[src/rtl/io_switch_conditioner_pkg.sv]
// Package: io_switch_conditioner_pkg
// Purpose: Shared definitions for the switch conditioner. It holds the per-channel
//          debounce FSM state encoding (2-bit) and the default parameter values.
// Ports:   none (package)
package io_switch_conditioner_pkg;

  // Debounce FSM states. The two CHK states are the only states in which the
  // channel counter is nonzero.
  typedef enum logic [1:0] {
    ST_STABLE_LO = 2'b00,
    ST_CHK_HI    = 2'b01,
    ST_STABLE_HI = 2'b10,
    ST_CHK_LO    = 2'b11
  } deb_state_t;

  localparam int DEF_SYNC_STAGES     = 2;
  localparam int DEF_DEBOUNCE_CYCLES = 4;
  localparam int DEF_CNT_WIDTH       = 16;

endpackage

[src/rtl/io_switch_conditioner_if.sv]
// Interface: io_switch_conditioner_if
// Purpose: Bundles the raw switch inputs, the processor clear strobes and the
//          conditioned outputs that go to the data-memory IO port.
// Signals:
//   raw_sw0, raw_sw1 : unsynchronised switch pins
//   clear_press[1:0] : per-channel strobe clearing press_pending (bit0 = sw0)
//   io_sw0, io_sw1   : debounced stable levels
//   sw_rise[1:0]     : one-cycle pulse on debounced 0->1
//   press_pending    : sticky press flags
//   settling[1:0]    : channel is currently qualifying a level change
// Modports:
//   master : environment side (drives pins and strobes, observes outputs)
//   slave  : conditioner side
interface io_switch_conditioner_if;
  logic       raw_sw0;
  logic       raw_sw1;
  logic [1:0] clear_press;
  logic       io_sw0;
  logic       io_sw1;
  logic [1:0] sw_rise;
  logic [1:0] press_pending;
  logic [1:0] settling;

  modport master (
    output raw_sw0, raw_sw1, clear_press,
    input  io_sw0, io_sw1, sw_rise, press_pending, settling
  );

  modport slave (
    input  raw_sw0, raw_sw1, clear_press,
    output io_sw0, io_sw1, sw_rise, press_pending, settling
  );
endinterface

[src/rtl/io_switch_conditioner_sw_debounce_chan.sv]
// Module: io_switch_conditioner_sw_debounce_chan
// Purpose: One switch channel: synchroniser chain, 4-state debounce FSM with a
//          qualification counter, registered rise pulse, sticky press flag and
//          settling indicator. Every output is a flop; nothing is combinational
//          from an input.
// Ports:
//   clock      in  system clock
//   reset      in  asynchronous active-high reset
//   i_raw      in  raw switch pin
//   i_clear    in  clears o_pending (a simultaneous rise wins)
//   o_level    out debounced stable level
//   o_rise     out one-cycle pulse when o_level goes 0->1
//   o_pending  out sticky press flag
//   o_settling out high while in a CHK state
module io_switch_conditioner_sw_debounce_chan
  import io_switch_conditioner_pkg::*;
#(
  parameter int SYNC_STAGES     = DEF_SYNC_STAGES,
  parameter int DEBOUNCE_CYCLES = DEF_DEBOUNCE_CYCLES,
  parameter int CNT_WIDTH       = DEF_CNT_WIDTH
) (
  input  logic clock,
  input  logic reset,
  input  logic i_raw,
  input  logic i_clear,
  output logic o_level,
  output logic o_rise,
  output logic o_pending,
  output logic o_settling
);

  localparam logic [CNT_WIDTH-1:0] CNT_MAX  = CNT_WIDTH'(DEBOUNCE_CYCLES);
  localparam logic [CNT_WIDTH-1:0] CNT_ONE  = CNT_WIDTH'(1);
  localparam logic [CNT_WIDTH-1:0] CNT_ZERO = '0;

  logic [SYNC_STAGES-1:0] r_sync;
  logic                   w_s;
  deb_state_t             r_state;
  logic [CNT_WIDTH-1:0]   r_cnt;
  logic                   r_level;
  logic                   r_rise;
  logic                   r_pending;
  logic                   r_settling;

  // Stage 0 samples the pin; the last stage is the only one the FSM may use.
  always_ff @(posedge clock or posedge reset) begin
    if (reset) begin
      r_sync <= '0;
    end else begin
      r_sync <= {r_sync[SYNC_STAGES-2:0], i_raw};
    end
  end

  assign w_s = r_sync[SYNC_STAGES-1];

  // The counter holds the number of consecutive disagreeing samples seen so
  // far; a level flips on the sample after it reaches DEBOUNCE_CYCLES, so a
  // change must persist DEBOUNCE_CYCLES+1 samples to be accepted.
  always_ff @(posedge clock or posedge reset) begin
    if (reset) begin
      r_state    <= ST_STABLE_LO;
      r_cnt      <= CNT_ZERO;
      r_level    <= 1'b0;
      r_rise     <= 1'b0;
      r_pending  <= 1'b0;
      r_settling <= 1'b0;
    end else begin
      r_rise    <= 1'b0;
      // Rise is OR-ed after the clear so a press coinciding with a clear is kept.
      r_pending <= r_rise | (r_pending & ~i_clear);
      case (r_state)
        ST_STABLE_LO: begin
          if (w_s) begin
            r_state    <= ST_CHK_HI;
            r_cnt      <= CNT_ONE;
            r_settling <= 1'b1;
          end else begin
            r_cnt      <= CNT_ZERO;
            r_settling <= 1'b0;
          end
        end
        ST_CHK_HI: begin
          if (!w_s) begin
            r_state    <= ST_STABLE_LO;
            r_cnt      <= CNT_ZERO;
            r_settling <= 1'b0;
          end else if (r_cnt == CNT_MAX) begin
            r_state    <= ST_STABLE_HI;
            r_cnt      <= CNT_ZERO;
            r_level    <= 1'b1;
            r_rise     <= 1'b1;
            r_settling <= 1'b0;
          end else begin
            r_cnt      <= r_cnt + CNT_ONE;
            r_settling <= 1'b1;
          end
        end
        ST_STABLE_HI: begin
          if (!w_s) begin
            r_state    <= ST_CHK_LO;
            r_cnt      <= CNT_ONE;
            r_settling <= 1'b1;
          end else begin
            r_cnt      <= CNT_ZERO;
            r_settling <= 1'b0;
          end
        end
        ST_CHK_LO: begin
          if (w_s) begin
            r_state    <= ST_STABLE_HI;
            r_cnt      <= CNT_ZERO;
            r_settling <= 1'b0;
          end else if (r_cnt == CNT_MAX) begin
            r_state    <= ST_STABLE_LO;
            r_cnt      <= CNT_ZERO;
            r_level    <= 1'b0;
            r_settling <= 1'b0;
          end else begin
            r_cnt      <= r_cnt + CNT_ONE;
            r_settling <= 1'b1;
          end
        end
        default: begin
          r_state    <= ST_STABLE_LO;
          r_cnt      <= CNT_ZERO;
          r_level    <= 1'b0;
          r_settling <= 1'b0;
        end
      endcase
    end
  end

  assign o_level    = r_level;
  assign o_rise     = r_rise;
  assign o_pending  = r_pending;
  assign o_settling = r_settling;

endmodule

[src/rtl/io_switch_conditioner.sv]
// Module: io_switch_conditioner
// Purpose: Conditions the two raw board switches for the data-memory IO port.
//          Two independent debounce channels; bit0 of every vector is sw0,
//          bit1 is sw1.
// Ports:
//   clock : system clock, all state on rising edge
//   reset : asynchronous active-high reset
//   bus   : io_switch_conditioner_if.slave (pins, clear strobes, conditioned outputs)
module io_switch_conditioner
  import io_switch_conditioner_pkg::*;
#(
  parameter int SYNC_STAGES     = DEF_SYNC_STAGES,
  parameter int DEBOUNCE_CYCLES = DEF_DEBOUNCE_CYCLES,
  parameter int CNT_WIDTH       = DEF_CNT_WIDTH
) (
  input  logic                      clock,
  input  logic                      reset,
  io_switch_conditioner_if.slave    bus
);

  logic [1:0] w_raw;
  logic [1:0] w_level;
  logic [1:0] w_rise;
  logic [1:0] w_pending;
  logic [1:0] w_settling;

  assign w_raw = {bus.raw_sw1, bus.raw_sw0};

  genvar gi;
  generate
    for (gi = 0; gi < 2; gi++) begin : g_chan
      io_switch_conditioner_sw_debounce_chan #(
        .SYNC_STAGES     (SYNC_STAGES),
        .DEBOUNCE_CYCLES (DEBOUNCE_CYCLES),
        .CNT_WIDTH       (CNT_WIDTH)
      ) u_chan (
        .clock      (clock),
        .reset      (reset),
        .i_raw      (w_raw[gi]),
        .i_clear    (bus.clear_press[gi]),
        .o_level    (w_level[gi]),
        .o_rise     (w_rise[gi]),
        .o_pending  (w_pending[gi]),
        .o_settling (w_settling[gi])
      );
    end
  endgenerate

  assign bus.io_sw0        = w_level[0];
  assign bus.io_sw1        = w_level[1];
  assign bus.sw_rise       = w_rise;
  assign bus.press_pending = w_pending;
  assign bus.settling      = w_settling;

endmodule

[src/flat_wrapper.sv]
// flat-port wrapper written by rule: the top's interface ports become plain ports
module io_switch_conditioner_flat import io_switch_conditioner_pkg::*;
#(
  parameter int SYNC_STAGES     = DEF_SYNC_STAGES,
  parameter int DEBOUNCE_CYCLES = DEF_DEBOUNCE_CYCLES,
  parameter int CNT_WIDTH       = DEF_CNT_WIDTH
)
  (clock, reset, bus_raw_sw0, bus_raw_sw1, bus_clear_press, bus_io_sw0, bus_io_sw1, bus_sw_rise, bus_press_pending, bus_settling);
  io_switch_conditioner_if bus_i ();
  input  logic clock;
  input  logic reset;
  input wire logic [$bits(bus_i.raw_sw0)-1:0] bus_raw_sw0;
  input wire logic [$bits(bus_i.raw_sw1)-1:0] bus_raw_sw1;
  input wire logic [$bits(bus_i.clear_press)-1:0] bus_clear_press;
  output wire logic [$bits(bus_i.io_sw0)-1:0] bus_io_sw0;
  output wire logic [$bits(bus_i.io_sw1)-1:0] bus_io_sw1;
  output wire logic [$bits(bus_i.sw_rise)-1:0] bus_sw_rise;
  output wire logic [$bits(bus_i.press_pending)-1:0] bus_press_pending;
  output wire logic [$bits(bus_i.settling)-1:0] bus_settling;
  assign bus_i.raw_sw0 = bus_raw_sw0;
  assign bus_i.raw_sw1 = bus_raw_sw1;
  assign bus_i.clear_press = bus_clear_press;
  assign bus_io_sw0 = bus_i.io_sw0;
  assign bus_io_sw1 = bus_i.io_sw1;
  assign bus_sw_rise = bus_i.sw_rise;
  assign bus_press_pending = bus_i.press_pending;
  assign bus_settling = bus_i.settling;
  io_switch_conditioner #(.SYNC_STAGES(SYNC_STAGES), .DEBOUNCE_CYCLES(DEBOUNCE_CYCLES), .CNT_WIDTH(CNT_WIDTH)) u_core (.clock(clock), .reset(reset), .bus(bus_i));
endmodule
[config.mk]
export PLATFORM = sky130hd
export DESIGN_NAME = io_switch_conditioner_flat
export DESIGN_NICKNAME = d
export VERILOG_FILES = /design/src/rtl/io_switch_conditioner_pkg.sv /design/src/rtl/io_switch_conditioner_if.sv /design/src/rtl/io_switch_conditioner_sw_debounce_chan.sv /design/src/rtl/io_switch_conditioner.sv /design/src/flat_wrapper.sv
export SDC_FILE = /design/constraint.sdc
export NUM_CORES = 1
export LEC_CHECK = 0
export ABC_AREA = 1
export CORE_ASPECT_RATIO = 1.2
export CORE_MARGIN = 2
export CORE_UTILIZATION = 50
export CTS_CLUSTER_DIAMETER = 200
export DETAILED_ROUTE_END_ITERATION = 7
export GPL_ROUTABILITY_DRIVEN = 0
export GPL_TIMING_DRIVEN = 0
export HOLD_SLACK_MARGIN = 0.02
export PLACE_DENSITY = 0.74
export REMOVE_ABC_BUFFERS = 1
export SLEW_MARGIN = 20
export SYNTH_ARGS = -nofsm -noshare
export SYNTH_HDL_FRONTEND = slang
export SYNTH_SLANG_ARGS = --single-unit
export TNS_END_PERCENT = 1
[constraint.sdc]
create_clock -name clock -period 1.8 [get_ports clock]
set_input_delay 0.27 -clock clock [delete_from_list [all_inputs] [get_ports clock]]
set_output_delay 0.27 -clock clock [all_outputs]
set_load 0.005 [all_outputs]
==> key figures, run 1 <==
Run
  – Max-cap violations: 0

Placed design
  – Place WS: 0.144 ns
  – Hpwl dp: 3.21 mm
  – Dpl cells: 373
  – Number of I/O port buffers: 13
  – Post-DP Area: 2610 um^2

Global route
  – Grt ovf: 0
  – Vias in the first global route: 1,870
  – First-pass GRT wire length: 7.59 mm
  – Grt met1 use: 20.1%
  – Initial antenna violation count: 0
  – M3 GR Usage: 4.20%
  – Largest net degree at the start of global routing: 26
  – Gr usage total: 18.1%
  – Most Crowded Layer GR: met2
  – Met2 Use GR: 33.4%

Min path
  – Hold Path Class: primary input to async pin

Floorplanning
  – Die W: 67.7 um
  – Ports: 14
  – Core box area: 4630 um^2
  – Die Y: 80.5 um
  – Row cnt: 27
  – Initial Util: 52.7%
  – Die area: 5450 um^2

Setup path
  – Worst path bufs/invs: 1
  – Worst-path fanout max: 4
  – Startpoint class of the critical path: flop
  – CP endpoint kind: flop
  – Crit-path slowest cell: dfrtp_1
  – Crit-path leading delay family: simple AND/OR/NAND/NOR gates
  – Crit-path cells: ha_1 > inv_1 > nor2_1 > nand2_1 > nor2_1 > nand2_1 > nand2_1 > nand2_1 > nor2_1
  – Slowest stage delay, CP: 0.41 ns
  – Critical path arrival: 1.80 ns
  – Crit Path Class: flop to flop
  – CP required: 2.04 ns
  – Worst path most repeated cell: nand2_1

Cells and area
  – Fin util: 58.9%
  – Final cell area excluding filler cells: 2720 um^2
  – Share of layout cells above drive strength 1: 5.88%
  – Layout area overhead: 11.8%
  – Nets: 332
  – Final std cells w/o fill: 381
  – Antenna Cells: 0

Timing
  – Final Hold Fails: 0
  – Sum Neg Setup Slack: 0 ns
  – Final min period: 1.56 ns
  – Fmax: 641 MHz
  – Max-slew headroom: 65.2%
  – Fin. max-slew vios: 0
  – Final setup viols: 0
  – Final Worst Setup Slack: 0.239 ns
  – Hold Worst Slack: 0.342 ns
  – Final period util: 86.7%
  – Setup Skew: 0.0112 ns
  – Unrepaired setup endpoints after global routing: no
  – Slew of the pin with the lowest slew margin: 0.521 ns

Yosys
  – Mean Syn Cell Area: 7.89 um^2
  – Area leader, netlist: dfrtp_1
  – Count leader, synth: nand2_1
  – Top cell type's share of synthesized area: 49.3%
  – Ys flop type: dfrtp_1
  – Seq cells post-synth: 48
  – Register area share after synthesis: 49.3%
  – Synth cell count leaders: nand2_1 (72), nor2_1 (63), dfrtp_1 (48), inv_1 (40), nand3_1 (16)
  – Post-Synthesis Cell Area: 2440 um^2
  – Asr flop ratio synth: 100%
  – Number of flops mapped to enable cells by yosys: 0
  – Synth area leaders: dfrtp_1 (49%), nand2_1 (11%), nor2_1 (9.7%)
  – Synth unique cells: 25
  – Synth Instances: 309
  – Synth Warn #: 0

Route
  – Antenna viol nets, final: 0
  – Drt first pass iters: 4
  – Vias: 1,845
  – Remaining routing DRC violations: 0
  – Average routed wire per standard cell: 11.3 um
  – Via/cell ratio: 4.84
  – Drt first-iter violations: 115
  – Routed wire length: 4.30 mm

CTS
  – Clk_lat worst skew: 0.30 ns
  – CTS tree: done
  – CTS clk-pin slew, worst paths: 0.10 ns
  – Total CTS buffers: 5
  – Clock Path Buffers: 2
  – Root buffer cell: clkbuf_8
  – Clock sink total: 48
  – Clock H-tree levels: 2
  – Buffers inserted by post-CTS timing repair: 0

Power and ir drop
  – Leakage: 1.21 nW
  – VDD IR-drop max: 724 uV
  – Pwr Density: 948 nW/um^2
  – Total power: 2.58 mW

Status
  – Status: completed
worst reg2reg max path: cells and delay by family, from the launching register on:
family | cells | cell delay, ns
and+or+nand+nor | 7 | 0.78
buffers and inverters | 1 | 0.07
adders and majority gates | 1 | 0.24
DFF | 1 | 0.41
placed cells by master (no fill, tap or decap):
| cell | instances |
|---|---|
| bufinv_16 | 1 |
| nand2_2 | 1 |
| buf_16 | 1 |
| o21bai_1 | 2 |
| inv_4 | 1 |
| a21oi_2 | 1 |
| inv_1 | 39 |
| inv_2 | 1 |
| clkinvlp_4 | 1 |
| and2_1 | 1 |
| xor2_1 | 8 |
| nor3_1 | 8 |
| nand3_1 | 16 |
| clkdlybuf4s50_1 | 13 |
| nor3b_1 | 2 |
| nand2_1 | 72 |
| dfrtp_1 | 48 |
| nor2_4 | 1 |
| o21ai_0 | 9 |
| a21oi_1 | 5 |
| inv_6 | 1 |
| nand4_1 | 6 |
| nor3_2 | 1 |
| nand3b_1 | 1 |
| ha_1 | 4 |
| nor2_1 | 63 |
| xnor2_1 | 7 |
| nor2_2 | 4 |
| clkbuf_8 | 5 |
flip-flops by register name, indices dropped and copies added, names as in the netlist, named ones only:
| name | cells |
|---|---|
| u_core.g_chan.u_chan.r_cnt | 32 |
| u_core.g_chan.u_chan.o_pending | 2 |
| u_core.g_chan.u_chan.r_sync | 4 |
| u_core.g_chan.u_chan.o_level | 2 |
| u_core.g_chan.u_chan.o_settling | 2 |
| u_core.g_chan.u_chan.o_rise | 2 |
| u_core.g_chan.u_chan.r_state | 2 |
cell type report:
cell class | count | area, um^2
clock buffer | 5 | 68.8
tap | 58 | 72.6
clock inverter | 3 | 46.3
timing repair buffer | 14 | 158
fill | 431 | 1900
multi-input combinational | 212 | 1020
sequential | 48 | 1200
inverter | 41 | 156
report_power, final:
part	total [mW]	switching (mW)	internal (mW)
registers	1.28	0.0909	1.19
clock network	0.793	0.374	0.419
logic	0.510	0.314	0.196
total	2.58	0.779	1.80
per-layer routing:
metal / up-vias / wire length, um
li1: 968 / -
met1: 848 / 1880
met2: 22 / 2270
met3: 7 / 103
met4: 0 / 58
met5: - / 0
cells by family (layout without fill, tap and decap cells):
| logic type | Yosys count | in the layout | synth area share [%] |
|---|---|---|---|
| xor gates and xnor gates | 15 | 15 | 5.39 |
| adders and majority gates | 4 | 4 | 2.05 |
| DFF | 48 | 48 | 49.3 |
| AOI/OAI and AO/OA | 17 | 17 | 3.85 |
| buffers and inverters | 49 | 63 | 8.83 |
| and+or+nand+nor | 176 | 176 | 30.6 |
what timing repair did:
| action | 4_1_cts | 5_1_grt |
|---|---|---|
| resized for setup | 0 | 1 |
| hold endpoints to repair | 0 | 0 |
| hold buffers | 0 | 0 |
| setup endpoints to repair | 0 | 11 |
final timing paths:
check,start,cells after the start,end,slack [ns]
worst max-delay path,u_core.g_chan[1].u_chan.r_cnt[0],9,u_core.g_chan[1].u_chan.r_cnt[12],0.24
min in group clock,u_core.g_chan[0].u_chan.r_sync[0],0,u_core.g_chan[0].u_chan.r_sync[1],0.35
worst min register to register,u_core.g_chan[0].u_chan.r_sync[0],0,u_core.g_chan[0].u_chan.r_sync[1],0.35
max in group asynchronous,reset,3,u_core.g_chan[1].u_chan.r_cnt[3],0.96
worst max register to register,u_core.g_chan[1].u_chan.r_cnt[0],9,u_core.g_chan[1].u_chan.r_cnt[12],0.24
worst min-delay path,reset,2,u_core.g_chan[0].u_chan.r_cnt[5],0.34
No activity file was read; power rests on OpenSTA's default activity.
==> run 2: changes to the inputs <==
Settings changed: CTS_BUF_LIST set to sky130_fd_sc_hd__clkbuf_16.
==> run 2 against run 1 <==
Combinational power about the same. Cell count is the same. Global-route usage up 0.55 points. Worst setup slack worse by 0.019 ns. Clock-buffer cell count stayed put. Sequential power about the same. Routed wire length up 0.60%. Register-to-register slack worse by 0.02 ns. Sequential cell count unchanged. Via count is 2.2% higher. Design area up 2.1%.
==> key figures, run 2 (synthesis results as in run 1) <==
Cells and area
  – Commonest cells after routing, fill and taps aside: nand2_1 (72), nor2_1 (63), dfrtp_1 (48), inv_1 (39), nand3_1 (16)
  – Final cell area excluding filler cells: 2780 um^2
  – Largest register FFs: 32
  – Antenna Cells: 0
  – Fin util: 60.1%
  – Most common cell after layout, fill and taps aside: nand2_1
  – Top flop regs: u_core.g_chan.u_chan.r_cnt: 32 flops, u_core.g_chan.u_chan.r_sync: 4 flops
  – Layout area overhead: 14.1%
  – Biggest register: u_core.g_chan.u_chan.r_cnt
  – Share of layout cells above drive strength 1: 5.88%
  – Nets: 332

CTS
  – Clock Path Buffers: 2
  – Clock H-tree levels: 2
  – CTS clk-pin slew, worst paths: 0.07 ns
  – Clock sink total: 48
  – Hold-fix buffers, CTS: 0
  – Root buffer cell: clkbuf_16
  – Total CTS buffers: 5
  – Clk_lat worst skew: 0.29 ns
  – CTS tree: done

Power and ir drop
  – Pwr Density: 1030 nW/um^2
  – VDD IR-drop max: 986 uV
  – Leakage: 1.23 nW

Min path
  – Hold Path Class: flop to flop
  – Hold_sp: u_core.g_chan[0].u_chan.r_sync[0]
  – Cell depth of the worst hold path: 0

Status
  – Status: completed

Floorplanning
  – Die area: 5450 um^2
  – Ports: 14
  – Row cnt: 27
  – Die Y: 80.5 um
  – Core box area: 4630 um^2
  – Die W: 67.7 um
  – Initial Util: 52.7%

Route
  – Top layer in use: met4
  – Drt first pass iters: 4
  – Average routed wire per standard cell: 11.4 um
  – Drt first-iter violations: 93
  – Met3 WL: 175 um
  – Antenna viol nets, final: 0
  – Via/cell ratio: 4.95
  – WL met2: 2.29 mm
  – Vias: 1,885
  – WL met1: 1.80 mm
  – Remaining routing DRC violations: 0
  – Routed wire length: 4.33 mm

Timing
  – Final setup viols: 0
  – Final Worst Setup Slack: 0.220 ns
  – Slew of the pin with the lowest slew margin: 0.522 ns
  – Fin. max-slew vios: 0
  – Final min period: 1.58 ns
  – Final Hold Fails: 0
  – Fmax: 633 MHz
  – Max-slew headroom: 65.1%
  – Setup Skew: 0.00803 ns
  – Final period util: 87.8%
  – Unrepaired setup endpoints after global routing: no

Placed design
  – Number of I/O port buffers: 13
  – Place WS: 0.144 ns
  – Post-DP Area: 2610 um^2
  – Hpwl dp: 3.21 mm

Setup path
  – Worst path most repeated cell: nor2_1
  – Reg2reg path depth: 9
  – Reg2reg start: u_core.g_chan[1].u_chan.r_cnt[0]
  – Worst-path fanout max: 11
  – Slowest stage delay, CP: 0.42 ns
  – Critical path arrival: 1.76 ns
  – Crit Path Class: flop to flop
  – CP startpoint: u_core.g_chan[1].u_chan.r_cnt[0]
  – Crit-path slowest cell: dfrtp_1
  – Worst R2R End: u_core.g_chan[1].u_chan.r_cnt[9]
  – Crit. path cell count: 9
  – Crit path capture: u_core.g_chan[1].u_chan.r_cnt[9]
  – Crit-path leading delay family: simple AND/OR/NAND/NOR gates
  – Crit-path cells: inv_1 > ha_1 > inv_1 > nor2_1 > nand2_1 > nor2_1 > a21oi_2 > inv_4 > nor2_1
  – CP required: 1.98 ns
  – Startpoint class of the critical path: flop
  – Worst path bufs/invs: 3
  – CP endpoint kind: flop
  – R2r setup slk: 0.22 ns

Global route
  – Initial antenna violation count: 0
  – Grt ovf: 0
  – Gr usage total: 18.7%
  – First-pass GRT wire length: 7.79 mm
  – Vias in the first global route: 1,897
  – Largest net degree at the start of global routing: 26

Run
  – Max-cap violations: 0
run 2: repair_timing:
action | in CTS | in global routing
resized for setup | 0 | 1
setup buffers | 0 | 0
endpoints found under the setup margin | 0 | 11
run 2: routing by layer:
layer,vias up,global-route usage (%)
met4,0,5.31
li1,975,-
met1,858,21.0
met3,8,4.20
met2,44,34.4
met5,-,0
run 2: how the worst min path moves through the flow:
stage	end	slack [ns]
floorplan	u_core.g_chan[0].u_chan.r_sync[0]	0.30
global placement	u_core.g_chan[1].u_chan.r_sync[1]	0.33
detailed placement	u_core.g_chan[0].u_chan.r_sync[1]	0.34
CTS	u_core.g_chan[0].u_chan.r_sync[1]	0.35
global route	u_core.g_chan[0].u_chan.r_sync[1]	0.35
finish	u_core.g_chan[0].u_chan.r_sync[1]	0.35
run 2: layout make-up:
class	instances	area [um^2]
Fill cell	416	1850
Sequential cell	48	1200
Multi-Input combinational cell	212	1020
Timing Repair Buffer	14	158
Inverter	41	156
Clock buffer	5	125
Tap cell	58	72.6
Clock inverter	3	46.3
run 2: power by group:
part	total (mW)	switching, mW	internal, mW
registers	1.28	0.0923	1.19
clock network	1.07	0.407	0.660
logic	0.512	0.316	0.196
total	2.86	0.815	2.05
run 2: stage by stage:
| stage | total power [mW] | instances | hold slack, ns | TNS (ns) |
|---|---|---|---|---|
| CTS | 2.89 | 381 | 0.353 | 0 |
| finish | 2.86 | 381 | 0.348 | 0 |
| global placement | 1.79 | 372 | 0.332 | -23.28 |
| global route | 3.05 | 381 | 0.353 | 0 |
| detailed placement | 1.81 | 373 | 0.338 | 0 |
| floorplan | 1.63 | 301 | 0.301 | 0 |
